==> src/rtl/i2c_master_arbiter.sv <==
// Round-robin arbiter sharing one I2C master among four requesters.
// Latches the winner's transaction and guards it with a per-transaction watchdog.
module i2c_master_arbiter #(
  parameter int unsigned TIMEOUT = 1023
) (
  input  logic        clk,
  input  logic        rst,
  input  logic [3:0]  req,
  input  logic [27:0] req_addr,
  input  logic [31:0] req_wdata,
  input  logic [3:0]  req_rw,
  output logic [3:0]  gnt,
  output logic [3:0]  done,
  output logic [7:0]  rsp_rdata,
  output logic        rsp_err,
  output logic        timeout,
  output logic        m_start,
  output logic [6:0]  m_addr,
  output logic [7:0]  m_data,
  output logic        m_rw,
  input  logic        m_busy,
  input  logic        m_ack_error,
  input  logic [7:0]  m_data_out
);

  typedef enum logic [1:0] {StIdle, StWaitBusy, StWaitDone} state_e;

  state_e      state;
  logic [1:0]  last_granted;
  logic [1:0]  cur_idx;
  logic [15:0] watchdog;

  logic        sel_valid;
  logic [1:0]  sel_idx;
  logic [1:0]  cand;
  logic [6:0]  sel_addr;
  logic [7:0]  sel_data;
  logic        sel_rw;
  logic        expired;

  // Search starts one past the last winner; k = 4 wraps back to last_granted itself.
  always_comb begin
    sel_valid = 1'b0;
    sel_idx   = 2'd0;
    cand      = 2'd0;
    for (int k = 1; k <= 4; k++) begin
      cand = last_granted + 2'(k);
      if (!sel_valid && req[cand]) begin
        sel_valid = 1'b1;
        sel_idx   = cand;
      end
    end
  end

  always_comb begin
    sel_addr = '0;
    sel_data = '0;
    sel_rw   = 1'b0;
    for (int i = 0; i < 4; i++) begin
      if (sel_idx == 2'(i)) begin
        sel_addr = req_addr[7*i +: 7];
        sel_data = req_wdata[8*i +: 8];
        sel_rw   = req_rw[i];
      end
    end
  end

  assign expired = (watchdog + 16'd1) == 16'(TIMEOUT);

  always_ff @(posedge clk or posedge rst) begin
    if (rst) begin
      state        <= StIdle;
      last_granted <= 2'd3;
      cur_idx      <= 2'd0;
      watchdog     <= '0;
      gnt          <= '0;
      done         <= '0;
      rsp_rdata    <= '0;
      rsp_err      <= 1'b0;
      timeout      <= 1'b0;
      m_start      <= 1'b0;
      m_addr       <= '0;
      m_data       <= '0;
      m_rw         <= 1'b0;
    end else begin
      m_start <= 1'b0;
      done    <= '0;
      timeout <= 1'b0;
      unique case (state)
        StIdle: begin
          if (sel_valid) begin
            gnt      <= 4'b0001 << sel_idx;
            cur_idx  <= sel_idx;
            m_addr   <= sel_addr;
            m_data   <= sel_data;
            m_rw     <= sel_rw;
            m_start  <= 1'b1;
            watchdog <= '0;
            state    <= StWaitBusy;
          end
        end
        StWaitBusy, StWaitDone: begin
          watchdog <= watchdog + 16'd1;
          // A genuine completion wins over a watchdog expiry on the same edge.
          if (state == StWaitDone && !m_busy) begin
            done         <= gnt;
            rsp_rdata    <= m_data_out;
            rsp_err      <= m_ack_error;
            gnt          <= '0;
            last_granted <= cur_idx;
            state        <= StIdle;
          end else if (expired) begin
            done         <= gnt;
            rsp_rdata    <= '0;
            rsp_err      <= 1'b1;
            timeout      <= 1'b1;
            gnt          <= '0;
            last_granted <= cur_idx;
            state        <= StIdle;
          end else if (state == StWaitBusy && m_busy) begin
            state <= StWaitDone;
          end
        end
        default: state <= StIdle;
      endcase
    end
  end

endmodule

==> config.mk <==
export PLATFORM = sky130hd
export DESIGN_NAME = i2c_master_arbiter
export DESIGN_NICKNAME = d
export VERILOG_FILES = /design/src/rtl/i2c_master_arbiter.sv
export SDC_FILE = /design/constraint.sdc
export NUM_CORES = 1
export LEC_CHECK = 0
export CORE_MARGIN = 3
export CORE_UTILIZATION = 52
export CTS_BUF_LIST = sky130_fd_sc_hd__clkbuf_4
export DETAILED_ROUTE_END_ITERATION = 12
export GPL_TIMING_DRIVEN = 1
export PLACE_DENSITY = 0.88
export SLEW_MARGIN = 15
export SYNTH_ARGS = -nofsm -noshare
export SYNTH_HDL_FRONTEND = slang
export SYNTH_SLANG_ARGS = --single-unit
==> constraint.sdc <==
create_clock -name clk -period 4.39 [get_ports clk]
set_clock_uncertainty 0.15 [all_clocks]
set_input_delay 0.6585 -clock clk [delete_from_list [all_inputs] [get_ports clk]]
set_output_delay 0.6585 -clock clk [all_outputs]
set_load 0.01 [all_outputs]
* After elaboration in Yosys (flattened, before gate mapping) *
Cells that the tools add are included.
W data, S select, Z words.

word-level totals
  word-level logic and storage cells = 103
  ROM bits = 0
  register bits = 57
  input port bits = 80
  bits in latches = 0
  RAM bits = 0
  output and inout bits = 35
  memories = 0

cells by class
  divide/modulo/power cells = 0
  reductions and logical operators = 19
  multiplexer cells = 53
  bitwise logic cells = 0
  eq/ne operators = 9
  $mul = 0
  shifts and indexed selects = 1
  order comparisons = 4
  add/sub/neg operators = 4

operators with widths
  cell                     count
  $mux W8                  6
  $pmux W16 S2             1
  $mux W7                  4
  $mux W4                  6
  $mux W2                  10
  $mux W1                  19
  $add A16 B1 Y16 const B  1
  $eq A16 B10 Y1 const B   1
  $mux W16                 1
  $lt A2 B3 Y1 const B     4
  $bmux W1 S2              4
  $pmux W4 S2              1
  $reduce_and A2 Y1        4
  $eq A2 B2 Y1 const B     3
  $logic_and A1 B1 Y1      5
  $add A2 B2 Y2 const B    2
  $eq A2 B1 Y1 const B     2
  $logic_not A1 Y1         4
  $logic_not A2 Y1         2
  $ne A4 B4 Y1 const B     1
  $pmux W2 S2              1
  $reduce_bool A2 Y1       2
  $shl A1 B2 Y4 const A    1
  $ne A3 B3 Y1 const B     1
  4 further kinds          4

* Logic depth before layout (Yosys ltp) *
Gate-level depths: netlist (run 1).

  depth in word-level cells = 18
  depth in mapped cells = 9
  depth with buffers taken out = 8

* Worst setup path after synthesis (run 1) *
No wires, ideal clock.

  kind = register -> register
  from = register watchdog[0]
  to = register state[1]
  buffers on the path = 1
  clock period less this slack = 2244 ps
  path slack = 2146 ps
  cell stages (with the launch flop) = 9
  arrival time = 1965 ps
  library setup time = 128 ps
  data required time = 4112 ps
  cells stage by stage = dfrtp_1 ha_1 and2_1 nand4_2 mux2i_1 or3b_4 nor2_8 buf_12 o22ai_2

on the way
  cells in the longest elaborated chain, start to end = 5
  elaborated cells between the ends (all ways) = 7
  classes of those cells = add/sub (1); eq/ne (2); mux (3); reduce/logical (1)

RTL lines
  what                    line  RTL
  from (decl)             31    logic [15:0] watchdog;
  from (signal assigned)  103   watchdog <= watchdog + 16'd1;
  $add A16 B1 Y16 (*)     68    assign expired = (watchdog + 16'd1) == 16'(TIMEOUT);
  $eq A16 B10 Y1 (*)      68
  $mux W2                 112   end else if (expired) begin
  $mux W2                 105   if (state == StWaitDone && !m_busy) begin
  $pmux W2 S2             89    unique case (state)
  to (signal assigned)    72    state <= StIdle;
  to (signal assigned)    111   state <= StIdle;
  to (signal assigned)    119   state <= StIdle;
  to (decl)               28    state_e state;

Every way passes the cells marked *; elsewhere a longest branch is shown, timed or not.
A chain may end at the register's enable or synchronous reset.

* Final worst setup path (run 1) *
  from = input port req[3]
  to = register watchdog[7]

on the way
  cells in the longest elaborated chain, start to end = 14
  elaborated cells between the ends (all ways) = 20
  classes of those cells = eq/ne (1); mux (12); reduce/logical (7)

RTL lines
  what                                    line  RTL
  from (decl)                             8     input logic [3:0] req,
  $bmux W1 S2                             48    if (!sel_valid && req[cand]) begin
  $mux W1 (not written as such)           48
  $mux W1                                 48
  $logic_not A1 Y1                        48
  $logic_and A1 B1 Y1                     48
  $mux W1                                 48
  $logic_not A1 Y1                        48
  $logic_and A1 B1 Y1                     48
  $mux W1                                 48
  $logic_not A1 Y1                        48
  $logic_and A1 B1 Y1                     48
  $mux W1 (*)                             48
  $ne A2 B2 Y1 (no source line) (*)       -
  $reduce_and A2 Y1 (no source line) (*)  -

Every way passes the cells marked *; elsewhere a longest branch is shown, timed or not. The select of a mux whose other input is x is not followed.

==> results of run 1 <==
-- sequential cells by signal, summed over array words and instances (netlist names) --
register	cells
m_start	1
cur_idx	2
rsp_rdata	8
state	2
m_rw	1
m_data	8
rsp_err	1
done	4
m_addr	7
watchdog	16
last_granted	2
gnt	4
timeout	1
-- power by group --
part | leakage [nW] | switching [mW] | internal (mW) | total (mW)
Sequential | 0.711 | 0.131 | 0.695 | 0.826
Clock | 0.0787 | 0.190 | 0.190 | 0.379
Combinational | 1.30 | 0.781 | 0.654 | 1.44
Total | 2.09 | 1.10 | 1.54 | 2.64
-- metal layers --
layer	vias up	track usage
li1	1626	-
met3	20	0.0756
met2	146	0.421
met1	1628	0.331
met4	0	0.0907
met5	-	0
-- final cells by class --
type,count,area [sq um]
clock buffer,12,90.1
clock inverter,4,43.8
timing repair buffer,118,1170
tap,77,96.3
inverter,11,41.3
sequential,57,1430
fill,470,1650
multi-input combinational,298,2010
-- cell families after synthesis --
| kind of cell | after synthesis | share of synthesized area |
|---|---|---|
| AO/OA/AOI/OAI | 107 | 0.192 |
| XOR/XNOR | 4 | 0.00969 |
| adder cells (fa/ha/maj) | 5 | 0.0173 |
| buffers and inverters | 39 | 0.0533 |
| flip-flops | 57 | 0.395 |
| multiplexers | 51 | 0.147 |
| AND/OR/NAND/NOR | 131 | 0.185 |
-- worst max-delay path, delay by kind of cell --
family / cells / cell delay, ps
simple gates: 4 / 1640
buf+inv: 1 / 480
compound gates: 2 / 260
-- worst max-delay path by stage --
stage	from	to	slack [ps]
floorplan	watchdog[0]$_DFFE_PP0P_	state[1]$_DFFE_PP0P_	2150
global placement	req[3]	state[1]$_DFFE_PP0P_	1220
detailed placement	req[3]	watchdog[7]$_DFFE_PP0P_	1110
CTS	req[3]	watchdog[8]$_DFFE_PP0P_	1510
global route	req[3]	state[1]$_DFFE_PP0P_	1240
finish	req[3]	watchdog[7]$_DFFE_PP0P_	1450
-- cells in the mapped netlist, drive strengths merged (5+ instances only) --
library cell,number,share of area
nand2,57,0.059
dfrtp,55,0.38
o21ai,54,0.084
mux2i,34,0.094
a21oi,17,0.024
mux2,17,0.053
nor2,16,0.021
buf,15,0.028
clkbuf,13,0.014
inv,11,0.011
nor2b,11,0.019
nand4,7,0.014
nor3,7,0.0097
and2,6,0.010
nand3,6,0.0083
ha,5,0.017
o211a,5,0.014
o31ai,5,0.010
-- metrics by stage --
| stage | power [mW] | util |
|---|---|---|
| floorplan | 1.71 | - |
| global placement | 2.20 | 0.727 |
| detailed placement | 2.25 | 0.727 |
| CTS | 2.64 | 0.748 |
| global route | 2.84 | 0.748 |
| finish | 2.64 | 0.748 |
==> impl_metrics.toml, run 1 <==
[setup_path]
r2r_setup_slack_ps = 1610
setup.worst_path.end_class = "flop"
critical-path-top-cell-by-count = "nand2_1"
worst_r2r_endpoint = "watchdog[4]$_DFFE_PP0P_"
critical_path.startpoint_type = "primary input"
worstSetupPathType = "primary input to flop"
worst_ep_required_time_ps = 4490
critical-path-max-stage-delay_ps = 610
worstPathCellList = "clkdlybuf4s50_1 > nor4_1 > nand2_1 > nand2_1 > nor2_1 > o21ai_0 > o31ai_1"
cp_max_fo = 21
r2r-start = "state[0]$_DFFE_PP0P_"
cp.arrival_ps = 3050
worstRegToRegCells = 6
crit_slowest_cell = "nor4_1"

[cts]
clkLatencyLatePin_ps = 390
clk_pin_slew_ps = 90
clock_tree.htree_level_count = 3
tritoncts_clock_tree = "yes"
tritoncts_num_sinks = 57
post_cts.repair.setup_buffers = 0
clock_buffer_depth = 2
holdBufCountCts = 0
cts_inserted_buffers = 9
cts_root_buffer = "clkbuf_4"
post_cts_resized = 0

[yosys]
synth_edf_count = 0
synthFlopType = "dfrtp_1"
yosys.cell_types.count = 55
synthesis.area_per_instance_sq_um = 9.17
synth_seq_area_share = 0.395
yosys_warnings = 0
synthArstFlopShare = 1.00
synth.ff_latch_count = 57
postSynthCellCount = 394
postSynthNetCount = 479
post_synth_instance_area_sq_um = 3610

[floorplan]
design.die.area_sq_um = 7990
initial_core_util = 0.553
rows = 29
chipWidth_um = 89.4
overall_die_height_um = 89.4
top_level_ports = 115
design.core.area_sq_um = 6530

[timing]
tightest_slew_ps = 1050
max_slew_headroom = 0.298
setup-violations-final = 0
timing.setup.tns_ps = 0
maxClockFrequency_mhz = 340
setup_repair_after_global_routing_missed_its_margin = "false"
layout_worst_path_cycle_share = 0.671
finalWorstPathRequiredPeriod_ps = 2940
timing.hold.ws_ps = 337
finalMaxSlewViolations = 0
hold_violations = 0
post-route-worst-setup-slack_ps = 1450

[hold_path]
timing.hold.worst_path_depth = 2
worst_min_delay_path_class = "flop to flop"
hold-path-endpoint = "m_addr[5]$_DFFE_PP0P_"
worstHoldStart = "m_addr[5]$_DFFE_PP0P_"

[grt]
grt_pass1_vias = 3385
number_of_antenna_violations_at_the_first_check_in_global_routing = 0
grt-ovfl-total = 0
grt_start_max_net_pins = 38
grt_util_all_layers = 0.259
grt_pass1_wl_um = 16000

[placement]
dp_hpwl_um = 7280
numPlacedInstances = 561
placement.cell_area_sq_um = 4750
finalWeightedCongestion = 0.893
dp_slack_ps = 1110
port_buffers = 114

[final_layout]
final_cell_mix = "clkdlybuf4s50_1, nand2_1, dfrtp_1, o21ai_0, mux2i_1"
antenna_cells = 0
layout.cells.most_common = "clkdlybuf4s50_1"
layoutNonFillerInstCount = 577
area_growth_pct = 35.1
finished_layout_cell_area_sq_um = 4880
layout.nets = 580
drive_gt1_frac = 0.108

[detailed_routing]
met3RoutedLength_um = 767
drt_drc_violations_left = 0
drt_initial_violations = 212
avgViaCountPerCell = 5.93
dr_total_vias = 3420
antenna_left = 0
post_drt_wl_per_cell_um = 17.2
wirelength_met1_um = 4140
drt_pass1_iterations = 6
detailroute.wirelength.met2_um = 4810
postRouteWirelength_um = 9940
top_signal_layer_used = "met4"

[power_and_ir_drop]
static-leakage-power_nw = 2.09
peakVddDrop_mv = 0.410
power.density_cell_area_nw_per_um2 = 541

[run_status]
outcome = "finished clean"

[run]
cap_violations = 0
No activity file was read; power rests on OpenSTA's default activity.
==> run 2: changes to the inputs <==
CORE_UTILIZATION = 48   (was 52)
PLACE_DENSITY = 0.82   (was 0.88)
clock period = 2.95 ns   (was 4.39 ns; I/O delays follow)
==> impl_metrics.toml, run 2 (same netlist as run 1, synthesis figures left out) <==
[setup_path]
worstSetupPathType = "flop to flop"
cp.arrival_ps = 2750
critical_path.startpoint_type = "flop"
cp_max_fo = 18
worstPathCellList = "ha_1 > and2_1 > nand4_2 > mux2i_1 > or3b_4 > nor2_8 > o21ai_0"
r2r-start = "watchdog[0]$_DFFE_PP0P_"
setup.worst_path.end_class = "flop"
worstSetupStartpoint = "watchdog[0]$_DFFE_PP0P_"
worst_ep_required_time_ps = 3080
r2r_setup_slack_ps = 320
critical-path-max-stage-delay_ps = 470
crit_slowest_cell = "dfrtp_1"

[power_and_ir_drop]
cellInternalPower_mw = 2.45
clock_power_share = 0.153
static-leakage-power_nw = 2.14
peakVddDrop_mv = 0.404
power.density_cell_area_nw_per_um2 = 821
share_comb_of_total_power = 0.548
power.share.sequential = 0.300
fin_total_pwr_mw = 4.12
power.switching_mw = 1.67
p_sw_frac = 0.405

[timing]
finalMaxSlewViolations = 0
tightest_slew_ps = 710
setup_repair_after_global_routing_missed_its_margin = "false"
maxClockFrequency_mhz = 381
setup-violations-final = 0
timing.setup.tns_ps = 0
layout_worst_path_cycle_share = 0.891
hold_violations = 0
max_slew_headroom = 0.527
finalWorstPathRequiredPeriod_ps = 2630

[run_status]
outcome = "finished clean"

[final_layout]
final_cell_mix = "clkdlybuf4s50_1, nand2_1, dfrtp_1, o21ai_0, mux2i_1"
finished_layout_cell_area_sq_um = 5010
layout.cells.most_common = "clkdlybuf4s50_1"
top_register = "watchdog"
layout.nets = 587
antenna_cells = 0
largest_reg_flops = 16
area_growth_pct = 38.7
drive_gt1_frac = 0.115
largestRegisters = "watchdog (16), m_data (8), rsp_rdata (8)"

[detailed_routing]
postRouteWirelength_um = 10000
post_drt_wl_per_cell_um = 16.6
avgViaCountPerCell = 5.63
antenna_left = 0
drt_initial_violations = 222
drt_pass1_iterations = 4
dr_total_vias = 3406
drt_drc_violations_left = 0

[floorplan]
initial_core_util = 0.496
design.die.area_sq_um = 8610
overall_die_height_um = 92.8
chipWidth_um = 92.8
design.core.area_sq_um = 7290
top_level_ports = 115
rows = 31

[hold_path]
worst_min_delay_path_class = "flop to flop"
worstHoldStart = "m_data[6]$_DFFE_PP0P_"

[cts]
clock_buffer_depth = 2
post_cts_resized = 0
cts_root_buffer = "clkbuf_4"
holdBufCountCts = 0
post_cts.repair.setup_buffers = 0
clkLatencyLatePin_ps = 410
tritoncts_num_sinks = 57
cts_inserted_buffers = 9
tritoncts_clock_tree = "yes"
clk_pin_slew_ps = 100
clock_tree.htree_level_count = 3

[placement]
placement.cell_area_sq_um = 4870
port_buffers = 114
dp_hpwl_um = 7460
finalWeightedCongestion = 0.850

[grt]
grt_pass1_vias = 3526
grt_start_max_net_pins = 58
number_of_antenna_violations_at_the_first_check_in_global_routing = 0
grt_pass1_wl_um = 16900
grt-ovfl-total = 0
grt_util_all_layers = 0.249

[run]
cap_violations = 0
run 2: layer usage:
metal	vias to the layer above	track usage	wire length, um
met5	-	0	0
met1	1622	0.318	4160
met4	0	0.0977	174
met2	140	0.402	4840
met3	16	0.0658	859
li1	1628	-	-
run 2: path summary, 6_finish.rpt:
path | depth (start not counted) | end
setup / recovery | 7 | gnt[0]$_DFFE_PP0P_
hold / removal | 2 | m_data[6]$_DFFE_PP0P_
setup reg to reg | 7 | gnt[0]$_DFFE_PP0P_
hold reg to reg | 2 | m_data[6]$_DFFE_PP0P_
max in group asynchronous | 3 | watchdog[2]$_DFFE_PP0P_
min in group asynchronous | 3 | m_addr[6]$_DFFE_PP0P_
run 2: metrics by stage:
step	hold slack, ps	instances	utilization	setup slack (ps)
detailed placement	319	590	0.667	267
floorplan	296	394	-	706
CTS	342	605	0.687	329
finish	337	605	0.687	323
global placement	311	590	0.667	384
global route	374	605	0.687	75.3
run 2: layout make-up:
class	count	area, sq um
well taps	99	124
inverters	11	41.3
repair buffers	125	1260
clock buffers	10	75.1
clock inverters	5	71.3
flip-flops and latches	57	1430
fillers	593	2280
multi-input cells	298	2010
run 2: worst max-delay path, delay by kind of cell, from the launching register on:
family,cells,cell delay (ps)
flops,1,470
compound gates,1,150
fa+ha+maj,1,320
simple gates,4,1170
mux,1,250
run 2: power groups by stage:
stage	clock [mW]	combinational, mW	sequential (mW)
finish	0.629	2.25	1.23
floorplan	0	1.27	1.28
global route	0.671	2.50	1.28
detailed placement	0	2.25	1.24
global placement	0	2.18	1.24
CTS	0.639	2.27	1.23
==> run 3: changes to the inputs <==
CAP_MARGIN = 40   (was not set)
==> results of run 3 <==
No change in the layout: final DEF, timing and power equal those of run 2.
